### src/rtl/cordic_pkg.sv
// Shared CORDIC definitions: word widths, pipeline latency, credit limit and the
// in-flight tag that follows each operation through the pipeline.
package cordic_pkg;

    localparam int DATA_WIDTH      = 16;
    localparam int FLIP_FLAG_WIDTH = 2;
    localparam int PIPE_LATENCY    = 8;
    localparam int MAX_OUTSTANDING = 4;
    localparam int CNT_WIDTH       = 4;

    typedef struct packed {
        logic valid;
        logic id;
    } cordic_tag_t;

endpackage

### src/rtl/cordic_arbiter_if.sv
// Requester, response and pipeline-facing signals of the CORDIC arbiter.
// The slave view belongs to the arbiter; the master view to requesters and pipeline.
interface cordic_arbiter_if #(
    parameter int DATA_WIDTH      = cordic_pkg::DATA_WIDTH,
    parameter int FLIP_FLAG_WIDTH = cordic_pkg::FLIP_FLAG_WIDTH
);

    logic                       r0_valid;
    logic                       r0_ready;
    logic [DATA_WIDTH-1:0]      r0_degree;
    logic [DATA_WIDTH-1:0]      r0_x;
    logic [DATA_WIDTH-1:0]      r0_y;
    logic [FLIP_FLAG_WIDTH-1:0] r0_flip;
    logic                       r0_arctan_en;
    logic                       r0_rsp_valid;

    logic                       r1_valid;
    logic                       r1_ready;
    logic [DATA_WIDTH-1:0]      r1_degree;
    logic [DATA_WIDTH-1:0]      r1_x;
    logic [DATA_WIDTH-1:0]      r1_y;
    logic [FLIP_FLAG_WIDTH-1:0] r1_flip;
    logic                       r1_arctan_en;
    logic                       r1_rsp_valid;

    logic [DATA_WIDTH-1:0]      rsp_degree;
    logic [DATA_WIDTH-1:0]      rsp_x;
    logic [DATA_WIDTH-1:0]      rsp_y;
    logic [FLIP_FLAG_WIDTH-1:0] rsp_flip;
    logic                       rsp_arctan_en;

    logic                       cdc_valid_in;
    logic [DATA_WIDTH-1:0]      cdc_degree_in;
    logic [DATA_WIDTH-1:0]      cdc_x_in;
    logic [DATA_WIDTH-1:0]      cdc_y_in;
    logic [FLIP_FLAG_WIDTH-1:0] cdc_flip_in;
    logic                       cdc_arctan_en_in;

    logic                       cdc_valid_out;
    logic [DATA_WIDTH-1:0]      cdc_degree_out;
    logic [DATA_WIDTH-1:0]      cdc_x_out;
    logic [DATA_WIDTH-1:0]      cdc_y_out;
    logic [FLIP_FLAG_WIDTH-1:0] cdc_flip_out;
    logic                       cdc_arctan_en_out;

    logic                       err;

    modport slave (
        input  r0_valid, r0_degree, r0_x, r0_y, r0_flip, r0_arctan_en,
        input  r1_valid, r1_degree, r1_x, r1_y, r1_flip, r1_arctan_en,
        output r0_ready, r0_rsp_valid, r1_ready, r1_rsp_valid,
        output rsp_degree, rsp_x, rsp_y, rsp_flip, rsp_arctan_en,
        output cdc_valid_in, cdc_degree_in, cdc_x_in, cdc_y_in, cdc_flip_in, cdc_arctan_en_in,
        input  cdc_valid_out, cdc_degree_out, cdc_x_out, cdc_y_out, cdc_flip_out, cdc_arctan_en_out,
        output err
    );

    modport master (
        output r0_valid, r0_degree, r0_x, r0_y, r0_flip, r0_arctan_en,
        output r1_valid, r1_degree, r1_x, r1_y, r1_flip, r1_arctan_en,
        input  r0_ready, r0_rsp_valid, r1_ready, r1_rsp_valid,
        input  rsp_degree, rsp_x, rsp_y, rsp_flip, rsp_arctan_en,
        input  cdc_valid_in, cdc_degree_in, cdc_x_in, cdc_y_in, cdc_flip_in, cdc_arctan_en_in,
        output cdc_valid_out, cdc_degree_out, cdc_x_out, cdc_y_out, cdc_flip_out, cdc_arctan_en_out,
        input  err
    );

endinterface

### src/rtl/cordic_tag_line.sv
// Fixed-length shift line of (valid, requester id) tags that rides alongside the
// CORDIC pipeline so each result can be routed back to its requester.
module cordic_tag_line
    import cordic_pkg::*;
#(
    parameter int DEPTH = PIPE_LATENCY + 1
) (
    input  logic        clk,
    input  logic        reset,
    input  cordic_tag_t tag_in,
    output cordic_tag_t tag_out
);

    cordic_tag_t line_q [DEPTH];

    // NOTE: every entry is reset, not just the head: a stale valid tag left in the
    // line would route a phantom result to a requester after reset.
    always_ff @(posedge clk) begin
        if (reset) begin
            for (int i = 0; i < DEPTH; i++) begin
                line_q[i] <= '0;
            end
        end else begin
            // NOTE: non-blocking assignments make every stage read its
            // neighbour's old value, so the line shifts by exactly one per clock.
            line_q[0] <= tag_in;
            for (int i = 1; i < DEPTH; i++) begin
                line_q[i] <= line_q[i-1];
            end
        end
    end

    assign tag_out = line_q[DEPTH-1];

endmodule

### src/rtl/cordic_arbiter.sv
// Two-requester round-robin front end for a fixed-latency CORDIC pipeline with
// per-requester credit limits, tag-routed registered responses and a sticky error.
module cordic_arbiter
    import cordic_pkg::cordic_tag_t;
#(
    parameter int DATA_WIDTH      = cordic_pkg::DATA_WIDTH,
    parameter int FLIP_FLAG_WIDTH = cordic_pkg::FLIP_FLAG_WIDTH,
    parameter int PIPE_LATENCY    = cordic_pkg::PIPE_LATENCY,
    parameter int MAX_OUTSTANDING = cordic_pkg::MAX_OUTSTANDING
) (
    input logic             clk,
    input logic             reset,
    cordic_arbiter_if.slave bus
);

    localparam int CW = cordic_pkg::CNT_WIDTH;
    localparam logic [CW-1:0] MAX_CNT = CW'(MAX_OUTSTANDING);

    typedef struct packed {
        logic [DATA_WIDTH-1:0]      degree;
        logic [DATA_WIDTH-1:0]      x;
        logic [DATA_WIDTH-1:0]      y;
        logic [FLIP_FLAG_WIDTH-1:0] flip;
        logic                       arctan_en;
    } op_t;

    op_t         req_op [2];
    op_t         pipe_op;
    op_t         cdc_op_q;
    op_t         rsp_op_q;
    logic [1:0]  req_valid;
    logic [1:0]  eligible;
    logic [1:0]  ready;
    logic [1:0]  rsp_valid_q;
    logic        last_q;
    logic        cdc_valid_q;
    logic        err_q;
    logic [CW-1:0] cnt_q [2];
    cordic_tag_t tag_in;
    cordic_tag_t tag_tail;

    assign req_valid = {bus.r1_valid, bus.r0_valid};
    assign req_op[0] = '{degree: bus.r0_degree, x: bus.r0_x, y: bus.r0_y,
                         flip: bus.r0_flip, arctan_en: bus.r0_arctan_en};
    assign req_op[1] = '{degree: bus.r1_degree, x: bus.r1_x, y: bus.r1_y,
                         flip: bus.r1_flip, arctan_en: bus.r1_arctan_en};
    assign pipe_op   = '{degree: bus.cdc_degree_out, x: bus.cdc_x_out, y: bus.cdc_y_out,
                         flip: bus.cdc_flip_out, arctan_en: bus.cdc_arctan_en_out};

    // A response retiring this cycle frees its slot, so a full requester can
    // reissue in the same cycle and keep the pipeline saturated.
    always_comb begin
        // NOTE: defaults first so every path assigns every bit -- no latches.
        eligible = '0;
        ready    = '0;
        for (int n = 0; n < 2; n++) begin
            eligible[n] = req_valid[n] & ((cnt_q[n] < MAX_CNT) | rsp_valid_q[n]);
        end
        if (!reset) begin
            unique case (eligible)
                2'b11:   ready = last_q ? 2'b01 : 2'b10;
                default: ready = eligible;
            endcase
        end
    end

    // ready is only raised for a valid requester, so it doubles as the grant.
    assign tag_in = '{valid: |ready, id: ready[1]};

    cordic_tag_line #(
        .DEPTH (PIPE_LATENCY + 1)
    ) u_tag_line (
        .clk     (clk),
        .reset   (reset),
        .tag_in  (tag_in),
        .tag_out (tag_tail)
    );

    always_ff @(posedge clk) begin
        if (reset) begin
            last_q      <= 1'b1;
            cdc_valid_q <= 1'b0;
            cdc_op_q    <= '0;
            rsp_valid_q <= '0;
            rsp_op_q    <= '0;
            err_q       <= 1'b0;
            cnt_q       <= '{default: '0};
        end else begin
            cdc_valid_q <= |ready;
            if (|ready) begin
                last_q   <= ready[1];
                cdc_op_q <= req_op[ready[1]];
            end

            for (int n = 0; n < 2; n++) begin
                cnt_q[n] <= cnt_q[n] + CW'(ready[n]) - CW'(rsp_valid_q[n]);
            end

            // A tag/pipeline disagreement never produces a response.
            rsp_valid_q <= '0;
            if (tag_tail.valid && bus.cdc_valid_out) begin
                rsp_valid_q[tag_tail.id] <= 1'b1;
                rsp_op_q                 <= pipe_op;
            end
            if (tag_tail.valid != bus.cdc_valid_out) begin
                err_q <= 1'b1;
            end
        end
    end

    assign bus.r0_ready         = ready[0];
    assign bus.r1_ready         = ready[1];
    assign bus.r0_rsp_valid     = rsp_valid_q[0];
    assign bus.r1_rsp_valid     = rsp_valid_q[1];
    assign bus.rsp_degree       = rsp_op_q.degree;
    assign bus.rsp_x            = rsp_op_q.x;
    assign bus.rsp_y            = rsp_op_q.y;
    assign bus.rsp_flip         = rsp_op_q.flip;
    assign bus.rsp_arctan_en    = rsp_op_q.arctan_en;
    assign bus.cdc_valid_in     = cdc_valid_q;
    assign bus.cdc_degree_in    = cdc_op_q.degree;
    assign bus.cdc_x_in         = cdc_op_q.x;
    assign bus.cdc_y_in         = cdc_op_q.y;
    assign bus.cdc_flip_in      = cdc_op_q.flip;
    assign bus.cdc_arctan_en_in = cdc_op_q.arctan_en;
    assign bus.err              = err_q;

endmodule

### src/flat_wrapper.sv
// flat-port wrapper written by rule: the top's interface ports become plain ports
module cordic_arbiter_flat import cordic_pkg::cordic_tag_t;
#(
    parameter int DATA_WIDTH      = cordic_pkg::DATA_WIDTH,
    parameter int FLIP_FLAG_WIDTH = cordic_pkg::FLIP_FLAG_WIDTH,
    parameter int PIPE_LATENCY    = cordic_pkg::PIPE_LATENCY,
    parameter int MAX_OUTSTANDING = cordic_pkg::MAX_OUTSTANDING
)
  (clk, reset, bus_r0_valid, bus_r0_degree, bus_r0_x, bus_r0_y, bus_r0_flip, bus_r0_arctan_en, bus_r1_valid, bus_r1_degree, bus_r1_x, bus_r1_y, bus_r1_flip, bus_r1_arctan_en, bus_r0_ready, bus_r0_rsp_valid, bus_r1_ready, bus_r1_rsp_valid, bus_rsp_degree, bus_rsp_x, bus_rsp_y, bus_rsp_flip, bus_rsp_arctan_en, bus_cdc_valid_in, bus_cdc_degree_in, bus_cdc_x_in, bus_cdc_y_in, bus_cdc_flip_in, bus_cdc_arctan_en_in, bus_cdc_valid_out, bus_cdc_degree_out, bus_cdc_x_out, bus_cdc_y_out, bus_cdc_flip_out, bus_cdc_arctan_en_out, bus_err);
  cordic_arbiter_if #(.DATA_WIDTH(DATA_WIDTH), .FLIP_FLAG_WIDTH(FLIP_FLAG_WIDTH)) bus_i ();
  input logic clk;
  input logic reset;
  input wire logic [$bits(bus_i.r0_valid)-1:0] bus_r0_valid;
  input wire logic [$bits(bus_i.r0_degree)-1:0] bus_r0_degree;
  input wire logic [$bits(bus_i.r0_x)-1:0] bus_r0_x;
  input wire logic [$bits(bus_i.r0_y)-1:0] bus_r0_y;
  input wire logic [$bits(bus_i.r0_flip)-1:0] bus_r0_flip;
  input wire logic [$bits(bus_i.r0_arctan_en)-1:0] bus_r0_arctan_en;
  input wire logic [$bits(bus_i.r1_valid)-1:0] bus_r1_valid;
  input wire logic [$bits(bus_i.r1_degree)-1:0] bus_r1_degree;
  input wire logic [$bits(bus_i.r1_x)-1:0] bus_r1_x;
  input wire logic [$bits(bus_i.r1_y)-1:0] bus_r1_y;
  input wire logic [$bits(bus_i.r1_flip)-1:0] bus_r1_flip;
  input wire logic [$bits(bus_i.r1_arctan_en)-1:0] bus_r1_arctan_en;
  output wire logic [$bits(bus_i.r0_ready)-1:0] bus_r0_ready;
  output wire logic [$bits(bus_i.r0_rsp_valid)-1:0] bus_r0_rsp_valid;
  output wire logic [$bits(bus_i.r1_ready)-1:0] bus_r1_ready;
  output wire logic [$bits(bus_i.r1_rsp_valid)-1:0] bus_r1_rsp_valid;
  output wire logic [$bits(bus_i.rsp_degree)-1:0] bus_rsp_degree;
  output wire logic [$bits(bus_i.rsp_x)-1:0] bus_rsp_x;
  output wire logic [$bits(bus_i.rsp_y)-1:0] bus_rsp_y;
  output wire logic [$bits(bus_i.rsp_flip)-1:0] bus_rsp_flip;
  output wire logic [$bits(bus_i.rsp_arctan_en)-1:0] bus_rsp_arctan_en;
  output wire logic [$bits(bus_i.cdc_valid_in)-1:0] bus_cdc_valid_in;
  output wire logic [$bits(bus_i.cdc_degree_in)-1:0] bus_cdc_degree_in;
  output wire logic [$bits(bus_i.cdc_x_in)-1:0] bus_cdc_x_in;
  output wire logic [$bits(bus_i.cdc_y_in)-1:0] bus_cdc_y_in;
  output wire logic [$bits(bus_i.cdc_flip_in)-1:0] bus_cdc_flip_in;
  output wire logic [$bits(bus_i.cdc_arctan_en_in)-1:0] bus_cdc_arctan_en_in;
  input wire logic [$bits(bus_i.cdc_valid_out)-1:0] bus_cdc_valid_out;
  input wire logic [$bits(bus_i.cdc_degree_out)-1:0] bus_cdc_degree_out;
  input wire logic [$bits(bus_i.cdc_x_out)-1:0] bus_cdc_x_out;
  input wire logic [$bits(bus_i.cdc_y_out)-1:0] bus_cdc_y_out;
  input wire logic [$bits(bus_i.cdc_flip_out)-1:0] bus_cdc_flip_out;
  input wire logic [$bits(bus_i.cdc_arctan_en_out)-1:0] bus_cdc_arctan_en_out;
  output wire logic [$bits(bus_i.err)-1:0] bus_err;
  assign bus_i.r0_valid = bus_r0_valid;
  assign bus_i.r0_degree = bus_r0_degree;
  assign bus_i.r0_x = bus_r0_x;
  assign bus_i.r0_y = bus_r0_y;
  assign bus_i.r0_flip = bus_r0_flip;
  assign bus_i.r0_arctan_en = bus_r0_arctan_en;
  assign bus_i.r1_valid = bus_r1_valid;
  assign bus_i.r1_degree = bus_r1_degree;
  assign bus_i.r1_x = bus_r1_x;
  assign bus_i.r1_y = bus_r1_y;
  assign bus_i.r1_flip = bus_r1_flip;
  assign bus_i.r1_arctan_en = bus_r1_arctan_en;
  assign bus_r0_ready = bus_i.r0_ready;
  assign bus_r0_rsp_valid = bus_i.r0_rsp_valid;
  assign bus_r1_ready = bus_i.r1_ready;
  assign bus_r1_rsp_valid = bus_i.r1_rsp_valid;
  assign bus_rsp_degree = bus_i.rsp_degree;
  assign bus_rsp_x = bus_i.rsp_x;
  assign bus_rsp_y = bus_i.rsp_y;
  assign bus_rsp_flip = bus_i.rsp_flip;
  assign bus_rsp_arctan_en = bus_i.rsp_arctan_en;
  assign bus_cdc_valid_in = bus_i.cdc_valid_in;
  assign bus_cdc_degree_in = bus_i.cdc_degree_in;
  assign bus_cdc_x_in = bus_i.cdc_x_in;
  assign bus_cdc_y_in = bus_i.cdc_y_in;
  assign bus_cdc_flip_in = bus_i.cdc_flip_in;
  assign bus_cdc_arctan_en_in = bus_i.cdc_arctan_en_in;
  assign bus_i.cdc_valid_out = bus_cdc_valid_out;
  assign bus_i.cdc_degree_out = bus_cdc_degree_out;
  assign bus_i.cdc_x_out = bus_cdc_x_out;
  assign bus_i.cdc_y_out = bus_cdc_y_out;
  assign bus_i.cdc_flip_out = bus_cdc_flip_out;
  assign bus_i.cdc_arctan_en_out = bus_cdc_arctan_en_out;
  assign bus_err = bus_i.err;
  cordic_arbiter #(.DATA_WIDTH(DATA_WIDTH), .FLIP_FLAG_WIDTH(FLIP_FLAG_WIDTH), .PIPE_LATENCY(PIPE_LATENCY), .MAX_OUTSTANDING(MAX_OUTSTANDING)) u_core (.clk(clk), .reset(reset), .bus(bus_i));
endmodule
### config.mk
export PLATFORM = sky130hd
export DESIGN_NAME = cordic_arbiter_flat
export DESIGN_NICKNAME = d
export VERILOG_FILES = /design/src/rtl/cordic_pkg.sv /design/src/rtl/cordic_arbiter_if.sv /design/src/rtl/cordic_tag_line.sv /design/src/rtl/cordic_arbiter.sv /design/src/flat_wrapper.sv
export SDC_FILE = /design/constraint.sdc
export NUM_CORES = 1
export LEC_CHECK = 0
export ABC_AREA = 1
export CAP_MARGIN = 30
export CELL_PAD_IN_SITES_DETAIL_PLACEMENT = 0
export CELL_PAD_IN_SITES_GLOBAL_PLACEMENT = 2
export CORE_ASPECT_RATIO = 1.2
export CORE_MARGIN = 5
export CORE_UTILIZATION = 21
export DETAILED_ROUTE_END_ITERATION = 10
export HOLD_SLACK_MARGIN = 0.03
export PLACE_DENSITY_LB_ADDON = 0.3
export SLEW_MARGIN = 20
export SYNTH_ARGS = -nofsm -noshare
export SYNTH_HDL_FRONTEND = slang
export SYNTH_SLANG_ARGS = --single-unit
export TNS_END_PERCENT = 5
### constraint.sdc
create_clock -name clk -period 3.2 [get_ports clk]
set_input_delay 0.64 -clock clk [delete_from_list [all_inputs] [get_ports clk]]
set_output_delay 0.64 -clock clk [all_outputs]
set_load 0.01 [all_outputs]
==> results of run 1 <==
==> sequential cells by signal (all words and copies together) (netlist names), 8 cells and up <==
register	flops
u_core.bus.cdc_degree_in	16
u_core.bus.cdc_x_in	16
u_core.bus.cdc_y_in	16
u_core.bus.rsp_degree	16
u_core.bus.rsp_x	16
u_core.bus.rsp_y	16
u_core.cnt_q	8
u_core.u_tag_line.line_q	18
==> power breakdown <==
part	internal (W)	switching, W	total, W
sequential	0.00178	0.0000591	0.00184
combinational	0.000563	0.000566	0.00113
clock	0.00132	0.000745	0.00207
total	0.00366	0.00137	0.00503
==> layout make-up <==
cell class,count,area (um^2)
sequential,132,2640
multi-input combinational,525,2420
clock buffer,19,443
tap,335,419
timing repair buffer,276,2820
fill,2806,17200
inverter,89,337
clock inverter,12,180
==> worst max path at each step <==
stage,to,slack [ps],cells past startpoint
floorplan,u_core.cnt_q[2]$_SDFF_PP0_,570,12
global placement,bus_r1_ready,390,5
detailed placement,u_core.cnt_q[6]$_SDFF_PP0_,380,12
CTS,bus_r1_ready,390,5
global route,bus_r0_ready,300,5
finish,bus_r1_ready,420,5
==> worst max-delay path, cell delays in order <==
cell and delay, ps:
clkdlybuf4s50_1 510, nor3_4 210, nand2_1 130, inv_1 80
clkdlybuf4s50_1 560
==> cell usage in the layout (no fill, tap or decap) <==
cell               n
clkinv_4           3
xor2_1             2
nor3_1             2
nand3_1           53
a21o_1             2
clkdlybuf4s50_1  265
clkinv_1           1
nand3_4            1
buf_16             3
nor2_1           235
clkbuf_16         17
buf_12             2
a21oi_1           53
inv_1             87
inv_4              1
clkbuf_1           1
fa_1               2
inv_6              1
o21ai_0           88
nand2_2            1
bufinv_16          4
clkinvlp_4         2
clkbuf_8           1
nand2_1           58
buf_4              6
dfxtp_1          132
nor3_4             1
o21ai_1           14
ha_1              11
and3_1             1
clkinv_2           2
nand3_2            1
==> metrics by stage <==
stage          worst slack, ps  total power (W)  hold slack, ps  utilization
2_1_floorplan              573          0.00244             388            -
3_3_place_gp               394          0.00300             390        0.324
3_5_place_dp               385          0.00301             394        0.326
4_1_cts                    389          0.00514             402        0.349
5_1_grt                    305          0.00534             414        0.350
6_report                   416          0.00503             400        0.350
==> metal layers <==
layer / routed length (um) / GRT usage / vias up
met4: 161 / 0.0328 / 0
met5: 0 / 0 / -
li1: - / - / 2989
met1: 8480 / 0.152 / 2497
met3: 2040 / 0.0633 / 8
met2: 8050 / 0.187 / 193
==> kinds of logic after synthesis <==
kind of cell	share of synthesized area
buffers and inverters	0.110
AOI/OAI and AO/OA	0.140
and+or+nand+nor	0.250
xor gates and xnor gates	0.00309
adders and majority gates	0.0314
DFF	0.467
==> impl_results.md, run 1 <==
* HP Start: u_core.u_tag_line.line_q[0][11]$_SDFF_PP0_
* Drt pass-1 iters at 4
* Max Cap Viol at 0
* Cells after Synth at 803
* Placed Instances at 1356
* Worst Hold Path Cells at 2
* Req. time, crit path at 2560 ps
* Post-layout min period at 2780 ps
* Worst-path fanout max at 4
* Worst VDD drop at ~0.00027 V
* Worst hold endpoint: u_core.u_tag_line.line_q[0][13]$_SDFF_PP0_
* Cell Rows at 65
* Number of enable flip-flop cells after synthesis at 0
* Hold_buf cts at 0
* Top cells by area, synth: dfxtp_1 47%, nor2_1 16%, o21ai_0 7.8%, inv_1 5.8%, nand3_1 4.8%
* Initial Util at 0.214
* Count leader, synth: nor2_1
* Critical R2R Launch: u_core.cnt_q[2]$_SDFF_PP0_
* RSZ-0062 raised after global routing: no
* GRT Total Usage at 0.122
* Die H at roughly 190 um
* Leakage power at ~3.9 nW
* Status: completed
* Layout net count at around 1200
* Global-route wire length before repair at between 30 and 40 mm
* Post-Syn Area per Cell at 7.05 um^2
* Worst Setup End Kind: output pin
* Worst clock skew at 10.1 ps
* Fin. max-slew vios at 0
* Crit Path Category: in -> out
* FF-to-FF setup slack at 890 ps
* Yosys warns at 0
* Routability Congestion at 0.719
* Area grow syn2layout at 63.5%
* DP Area at 8610 um^2
* Crit path DAT at 2140 ps
* Clock slew at reported path FFs at 50 ps
* Sink Count at 132
* Post-Layout Inst Area at approximately 9300 um^2
* Initial antenna violation count at 0
* PostCTS Resize Cnt at 0
* Dominant synthesized flop cell: dfxtp_1
* Setup TNS Final at 0 ps
* Crit path from: reset
* Post-synth ARST share at 0
* Port bufs at 265
* Clock Latency Late Sink at between 400 and 500 ps
* Final Hold Viols at 0
* Synth Register Bits at about 130
* R2R cell count at 13
* HPWL Detailed at 12.8 mm
* PwrDens at between 500 and 600 nW/um^2
* Detailed router's first-iteration violation count at 266
* DR vias at 5687
* Yosys top cell area share at 0.467
* Post-synth top cells: 235 x nor2_1, 132 x dfxtp_1, 88 x o21ai_0
* Total setup buffers inserted after CTS at 0
* Vias/cell at 4.10
* Setup violations, final at 0
* Top Ports at 266
* Routed length per placed instance at about 13 um
* DRC viols at 0
* Worst R2R End: u_core.cnt_q[6]$_SDFF_PP0_
* Final wirelength at 18.7 mm
* Post-Layout Cell Count at 1388
* Clock Tree Buf Depth at 2
* Clock buffer count from CTS at 17
* Seq/Total Area, Yosys at 0.467
* Final period util at 0.870
* Worst slew pin tran at ~580 ps
* Post-Synthesis Cell Area at 5660 um^2
* Vias in the first global route at 5573
* Post-Syn Nets at 974
* Yosys top cell by area: dfxtp_1
* # H-tree levels at 4
* DRT antenna net count at 0
* Startpoint types: input pin
* Max Fclk at 359 MHz
* Die W at 160 um
* Die area at 30400 um^2
* Worst hold path type: reg -> reg
* Largest net degree at the start of global routing at between 100 and 150
* GR Overflow Total at 0
* Share of cells above drive strength 1 at 0.0437
* TritonCTS clock tree: yes
* Core Region at 26400 um^2
* Netlist cell types at 24
* Clk root buf: clkbuf_16
* ANT cells at 0
* Max-slew headroom at 0.611
No activity file was read; power rests on OpenSTA's default activity.
==> inputs of run 2 (changes only) <==
CORE_MARGIN = 2   (was 5)
CORE_UTILIZATION = 22   (was 21)
SYNTH_HIERARCHICAL = 1   (was unset)
==> impl_results.md, run 2 <==
* Fin. max-slew vios at 0
* Sink Count at 133
* Total setup buffers inserted after CTS at 0
* Leakage power at 3.76 nW
* Overall power at 0.00502 W
* Worst slew pin tran at 762 ps
* Req. time, crit path at ~2600 ps
* Post-Syn Nets at between 800 and 900
* Die W at 149 um
* Drt pass-1 iters at 4
* # H-tree levels at 4
* Biggest register: u_core/u_tag_line/line_q
* Sw frac at 0.281
* Slowest stage cell, crit path: clkdlybuf4s50_1
* Post-layout min period at 2790 ps
* Post-synth top cells: 236 x nor2_1, 133 x dfxtp_1, 82 x nand3b_1
* Routability Congestion at between 0.7 and 0.8
* Status: completed
* Commonest non-fill, non-tap cell in the layout: clkdlybuf4s50_1
* Final core occ at 0.368
* Worst-path fanout max at 2
* Worst Setup End Kind: output pin
* Flip-flop count of the largest register after layout at 18
* Max Fclk at 358 MHz
* Dominant synthesized flop cell: dfxtp_1
* Post-Syn Area per Cell at 7.72 um^2
* Hold_buf cts at 0
* Layout net count at around 1100
* Clock Latency Late Sink at 420 ps
* Final period util at 0.872
* Gate power share at 0.220
* Crit path DAT at 2150 ps
* Worst hold path type: reg -> reg
* Die area at roughly 27000 um^2
* RSZ-0062 raised after global routing: no
* Clock power share at 0.413
* Clock Tree Buf Depth at 2
* Internal power at 0.00361 W
* HPWL Detailed at ~13 mm
* Yosys warns at 6
* Cells after Synth at 724
* GR Overflow Total at 0
* Worst clock skew at about 9.1 ps
* Vias in the first global route at 5557
* TritonCTS clock tree: yes
* Top Ports at 266
* Setup TNS Final at 0 ps
* Sequential power share at 0.368
* Max Cap Viol at 0
* DR vias at 5504
* Yosys top cell by area: dfxtp_1
* DP Area at 8520 um^2
* Area grow syn2layout at 63.6%
* Seq/Total Area, Yosys at 0.477
* Netlist cell types at 26
* Min Hold Slack at 401 ps
* Synth Register Bits at 133
* Routed length per placed instance at 14.9 um
* CP max stage delay at around 600 ps
* Yosys top cell area share at 0.477
* Global-route wire length before repair at around 30 mm
* Final wirelength at between 15 and 20 mm
* Share of cells above drive strength 1 at 0.0509
* Startpoint types: flop
* Initial antenna violation count at 2
* Crit Path Category: reg -> out
* Number of enable flip-flop cells after synthesis at 0
* Count leader, synth: nor2_1
* Largest net degree at the start of global routing at 70
* Post-Layout Inst Area at 9140 um^2
* Worst VDD drop at 0.000336 V
* Vias/cell at 4.20
* Setup violations, final at 0
* Post-Synthesis Cell Area at approximately 5600 um^2
* Port bufs at about 270
* Post-synth ARST share at 0
* Max-slew headroom at 0.492
* GRT Total Usage at 0.144
* Net Switching at 0.00141 W
* DRT antenna net count at 0
* Cell Rows at 63
* Commonest non-fill, non-tap cells in the layout: 265 x clkdlybuf4s50_1, 236 x nor2_1, 133 x dfxtp_1
* Critical Path, Cell by Cell: inv_1 -> ha_1 -> nor2_1 -> nor2_1 -> nand2_1 -> nand3_2 -> inv_1 -> clkdlybuf4s50_1
* Initial Util at 0.225
* Top cells by area, synth: dfxtp_1 48%, nor2_1 16%, nand3b_1 11%, o21ai_0 5.5%, nand3_1 4.7%
* DRC viols at 0
* Die H at roughly 180 um
* Detailed router's first-iteration violation count at 180
* Clock buffer count from CTS at 17
* Clock slew at reported path FFs at 60 ps
* PostCTS Resize Cnt at 0
* Core Region at ~25000 um^2
* Clk root buf: clkbuf_16
* PwrDens at approximately 550 nW/um^2
* Final Hold Viols at 0
==> run 2: worst max-delay path: cells and delay by family (launching register included) <==
| kind | cells | cell delay (ps) |
|---|---|---|
| adders and majority gates | 1 | 190 |
| buffers and inverters | 3 | 730 |
| DFF | 1 | 310 |
| and+or+nand+nor | 4 | 510 |
==> run 2: final timing paths <==
check / from / end / slack (ps) / cells past startpoint
worst max-delay path: u_core/cnt_q[2]$_SDFF_PP0_ / bus_r0_ready / 410 / 8
worst min-delay path: u_core/u_tag_line/line_q[0][15]$_SDFF_PP0_ / u_core/u_tag_line/line_q[0][17]$_SDFF_PP0_ / 400 / 2
worst max register to register: u_core/cnt_q[2]$_SDFF_PP0_ / u_core/cnt_q[6]$_SDFF_PP0_ / 1130 / 12
worst min register to register: u_core/u_tag_line/line_q[0][15]$_SDFF_PP0_ / u_core/u_tag_line/line_q[0][17]$_SDFF_PP0_ / 400 / 2
==> run 2: through the flow <==
| stage | instances | setup WS (ps) |
|---|---|---|
| 2_1_floorplan | 724 | 964 |
| 3_3_place_gp | 1276 | 432 |
| 3_5_place_dp | 1276 | 433 |
| 4_1_cts | 1308 | 359 |
| 5_1_grt | 1308 | 254 |
| 6_report | 1310 | 409 |
==> run 2: cell families (layout without fill, tap and decap cells) <==
group / count (synthesis) / in the layout / share of synthesized area
XOR/XNOR: 2 / 2 / 0.00314
buffers and inverters: 104 / 363 / 0.0813
AND/OR/NAND/NOR: 395 / 395 / 0.336
AO/OA/AOI/OAI: 77 / 77 / 0.0708
adder cells (fa/ha/maj): 13 / 13 / 0.0318
flip-flops: 133 / 133 / 0.477
other: 0 / 2 / 0
==> run 2: final cells by class <==
cell class                 count  area, um^2
multi-input combinational    487        2480
sequential                   133        2660
clock inverter                14         189
clock buffer                  18         429
fill                        2622       15700
tap                          325         407
timing repair buffer         279        2770
inverter                      52         198
antenna                        2        5.00
==> run 2: layer usage <==
metal  share of wire  GRT usage  up-vias
met5               0          0        -
met4          0.0082     0.0341        0
met3            0.11     0.0744       11
met2            0.43      0.230      211
met1            0.44      0.172     2465
li1                -          -     2817
==> run 2: power groups by stage <==
stage	clock [W]	combinational (W)	sequential, W
6_report	0.00207	0.00110	0.00185
3_5_place_dp	0	0.00112	0.00188
5_1_grt	0.00222	0.00122	0.00186
4_1_cts	0.00216	0.00112	0.00185
2_1_floorplan	0	0.000495	0.00193
3_3_place_gp	0	0.00112	0.00188
==> inputs of run 3 (changes only) <==
CORE_ASPECT_RATIO = 1.5   (was 1.2)
GPL_TIMING_DRIVEN = 0   (was unset)
==> impl_results.md, run 3 (synthesis results as in run 2) <==
* Final wirelength at about 20 mm
* Crit path DAT at 2440 ps
* Status: completed
* Biggest register: u_core/u_tag_line/line_q
* FF-to-FF setup slack at 890 ps
* Die W at 134 um
* Die H at 199 um
* Share of cells above drive strength 1 at 0.0637
* Max-slew headroom at 0.654
* Worst VDD drop at 0.000341 V
* Post-layout min period at 3080 ps
* Port bufs at 264
* Sink Count at 133
* GRT Total Usage at 0.152
* Worst Setup End Kind: output pin
* Worst-path fanout max at 10
* Max Cap Viol at 0
* # H-tree levels at 4
* Core Region at ~25000 um^2
* HPWL Detailed at ~15 mm
* Die area at 26700 um^2
* Critical R2R Launch: u_core/cnt_q[6]$_SDFF_PP0_
* Worst slew pin tran at 519 ps
* Clk root buf: clkbuf_16
* Flip-flop count of the largest register after layout at 18
* Largest net degree at the start of global routing at 17
* Vias/cell at 4.18
* Crit path capture: bus_r1_ready
* Crit path from: bus_r1_valid
* Max Fclk at about 320 MHz
* Worst slack at placement at -277 ps
* Cell Rows at 71
* Initial antenna violation count at 0
* Worst clock skew at 7.07 ps
* Clock slew at reported path FFs at 60 ps
* Clock Latency Late Sink at 420 ps
* Routability Congestion at 0.739
* Commonest non-fill, non-tap cell in the layout: clkdlybuf4s50_1
* Initial Util at 0.223
* Worst R2R End: u_core/cnt_q[2]$_SDFF_PP0_
* Setup violations, final at 0
* Hold_buf cts at 0
* Req. time, crit path at 2560 ps
* Worst hold path type: reg -> reg
* TritonCTS clock tree: yes
* Min Hold Slack at 398 ps
* Area grow syn2layout at 66.3%
* Fin. max-slew vios at 0
* Clock buffer count from CTS at 17
* PwrDens at 544 nW/um^2
* Startpoint types: input pin
* Top Ports at 266
* Layout net count at 1178
* R2R cell count at 11
* Routed length per placed instance at 15.1 um
* GR Overflow Total at 0
* Drt pass-1 iters at 4
* Crit Path Category: in -> out
* RSZ-0062 raised after global routing: no
* Setup TNS Final at 0 ps
* Vias in the first global route at between 5000 and 6000
* Final core occ at 0.371
* Final period util at 0.962
* Detailed router's first-iteration violation count at approximately 210
* Commonest non-fill, non-tap cells in the layout: 263 x clkdlybuf4s50_1, 235 x nor2_1, 133 x dfxtp_1
* ANT cells at 0
* Clock Tree Buf Depth at 2
* Leakage power at 3.84 nW
* Final Hold Viols at 0
* Final setup margin at 121 ps
* DRT antenna net count at 0
* Global-route wire length before repair at 31.2 mm
* DR vias at between 5000 and 6000
* DRC viols at 0
==> run 3: cell types whose count changed in the layout (fill, tap and decap cells not counted), moves of 2 or more <==
| cell | previous run | this run |
|---|---|---|
| clkbuf_8 | 0 | 4 |
| diode_2 | 2 | 0 |
| inv_6 | 3 | 1 |
| inv_8 | 3 | 0 |
| clkinvlp_4 | 1 | 4 |
| clkbuf_1 | 1 | 25 |
| buf_2 | 0 | 17 |
| clkinv_4 | 3 | 1 |
| clkdlybuf4s50_1 | 265 | 263 |
| buf_4 | 13 | 7 |
==> run 3: metrics by stage <==
step | cell area [um^2] | power [W] | cells
after floorplan | 5590 | 0.00242 | 724
after detailed placement | 8640 | 0.00302 | 1316
after global routing | 9290 | 0.00534 | 1348
after CTS | 9290 | 0.00516 | 1349
after global placement | 8640 | 0.00301 | 1316
final | 9290 | 0.00506 | 1348
==> run 3: what timing repair did <==
action | in CTS | in global routing
hold endpoints to repair | 0 | 0
setup buffers | 1 | 0
setup endpoints to repair | 2 | 2
gates resized for setup | 4 | 3
pin swaps | 1 | 0
==> run 3: power by group <==
| group | internal, W | switching [W] | total, W |
|---|---|---|---|
| Clock | 0.00131 | 0.000773 | 0.00208 |
| Sequential | 0.00179 | 0.0000578 | 0.00185 |
| Combinational | 0.000586 | 0.000540 | 0.00113 |
==> run 3: worst max-delay path: stages <==
cell             delay (ps)
clkdlybuf4s50_1         460
inv_1                    70
nor3_4                  210
clkbuf_4                250
nand2_1                  70
inv_1                   170
clkdlybuf4s50_1         570
==> run 3: worst min path at each step <==
stage,startpoint,endpoint,depth (start not counted)
6_report,u_core/u_tag_line/line_q[0][9]$_SDFF_PP0_,u_core/u_tag_line/line_q[0][11]$_SDFF_PP0_,2
2_1_floorplan,u_core/u_tag_line/line_q[0][8]$_SDFF_PP0_,u_core/u_tag_line/line_q[0][10]$_SDFF_PP0_,2
4_1_cts,reset,u_core/u_tag_line/line_q[0][2]$_SDFF_PP0_,2
5_1_grt,reset,u_core/u_tag_line/line_q[0][17]$_SDFF_PP0_,2
3_5_place_dp,u_core/u_tag_line/line_q[0][9]$_SDFF_PP0_,u_core/u_tag_line/line_q[0][11]$_SDFF_PP0_,2
3_3_place_gp,u_core/u_tag_line/line_q[0][12]$_SDFF_PP0_,u_core/u_tag_line/line_q[0][14]$_SDFF_PP0_,2
==> run 3: cell type report <==
cell class | count | area (um^2)
multi-input cells | 487 | 2480
inverters | 52 | 198
plain buffers | 51 | 258
clock inverters | 11 | 148
repair buffers | 265 | 2650
flip-flops and latches | 133 | 2660
well taps | 328 | 410
clock buffers | 21 | 480
fillers | 2691 | 15800
==> run 3: layer usage <==
metal,global-route usage,wire length (um),vias up
met3,0.0594,1900,12
met1,0.162,8160,2505
met4,0.0421,190,0
met2,0.278,10200,229
met5,0,0,-
li1,-,-,2886
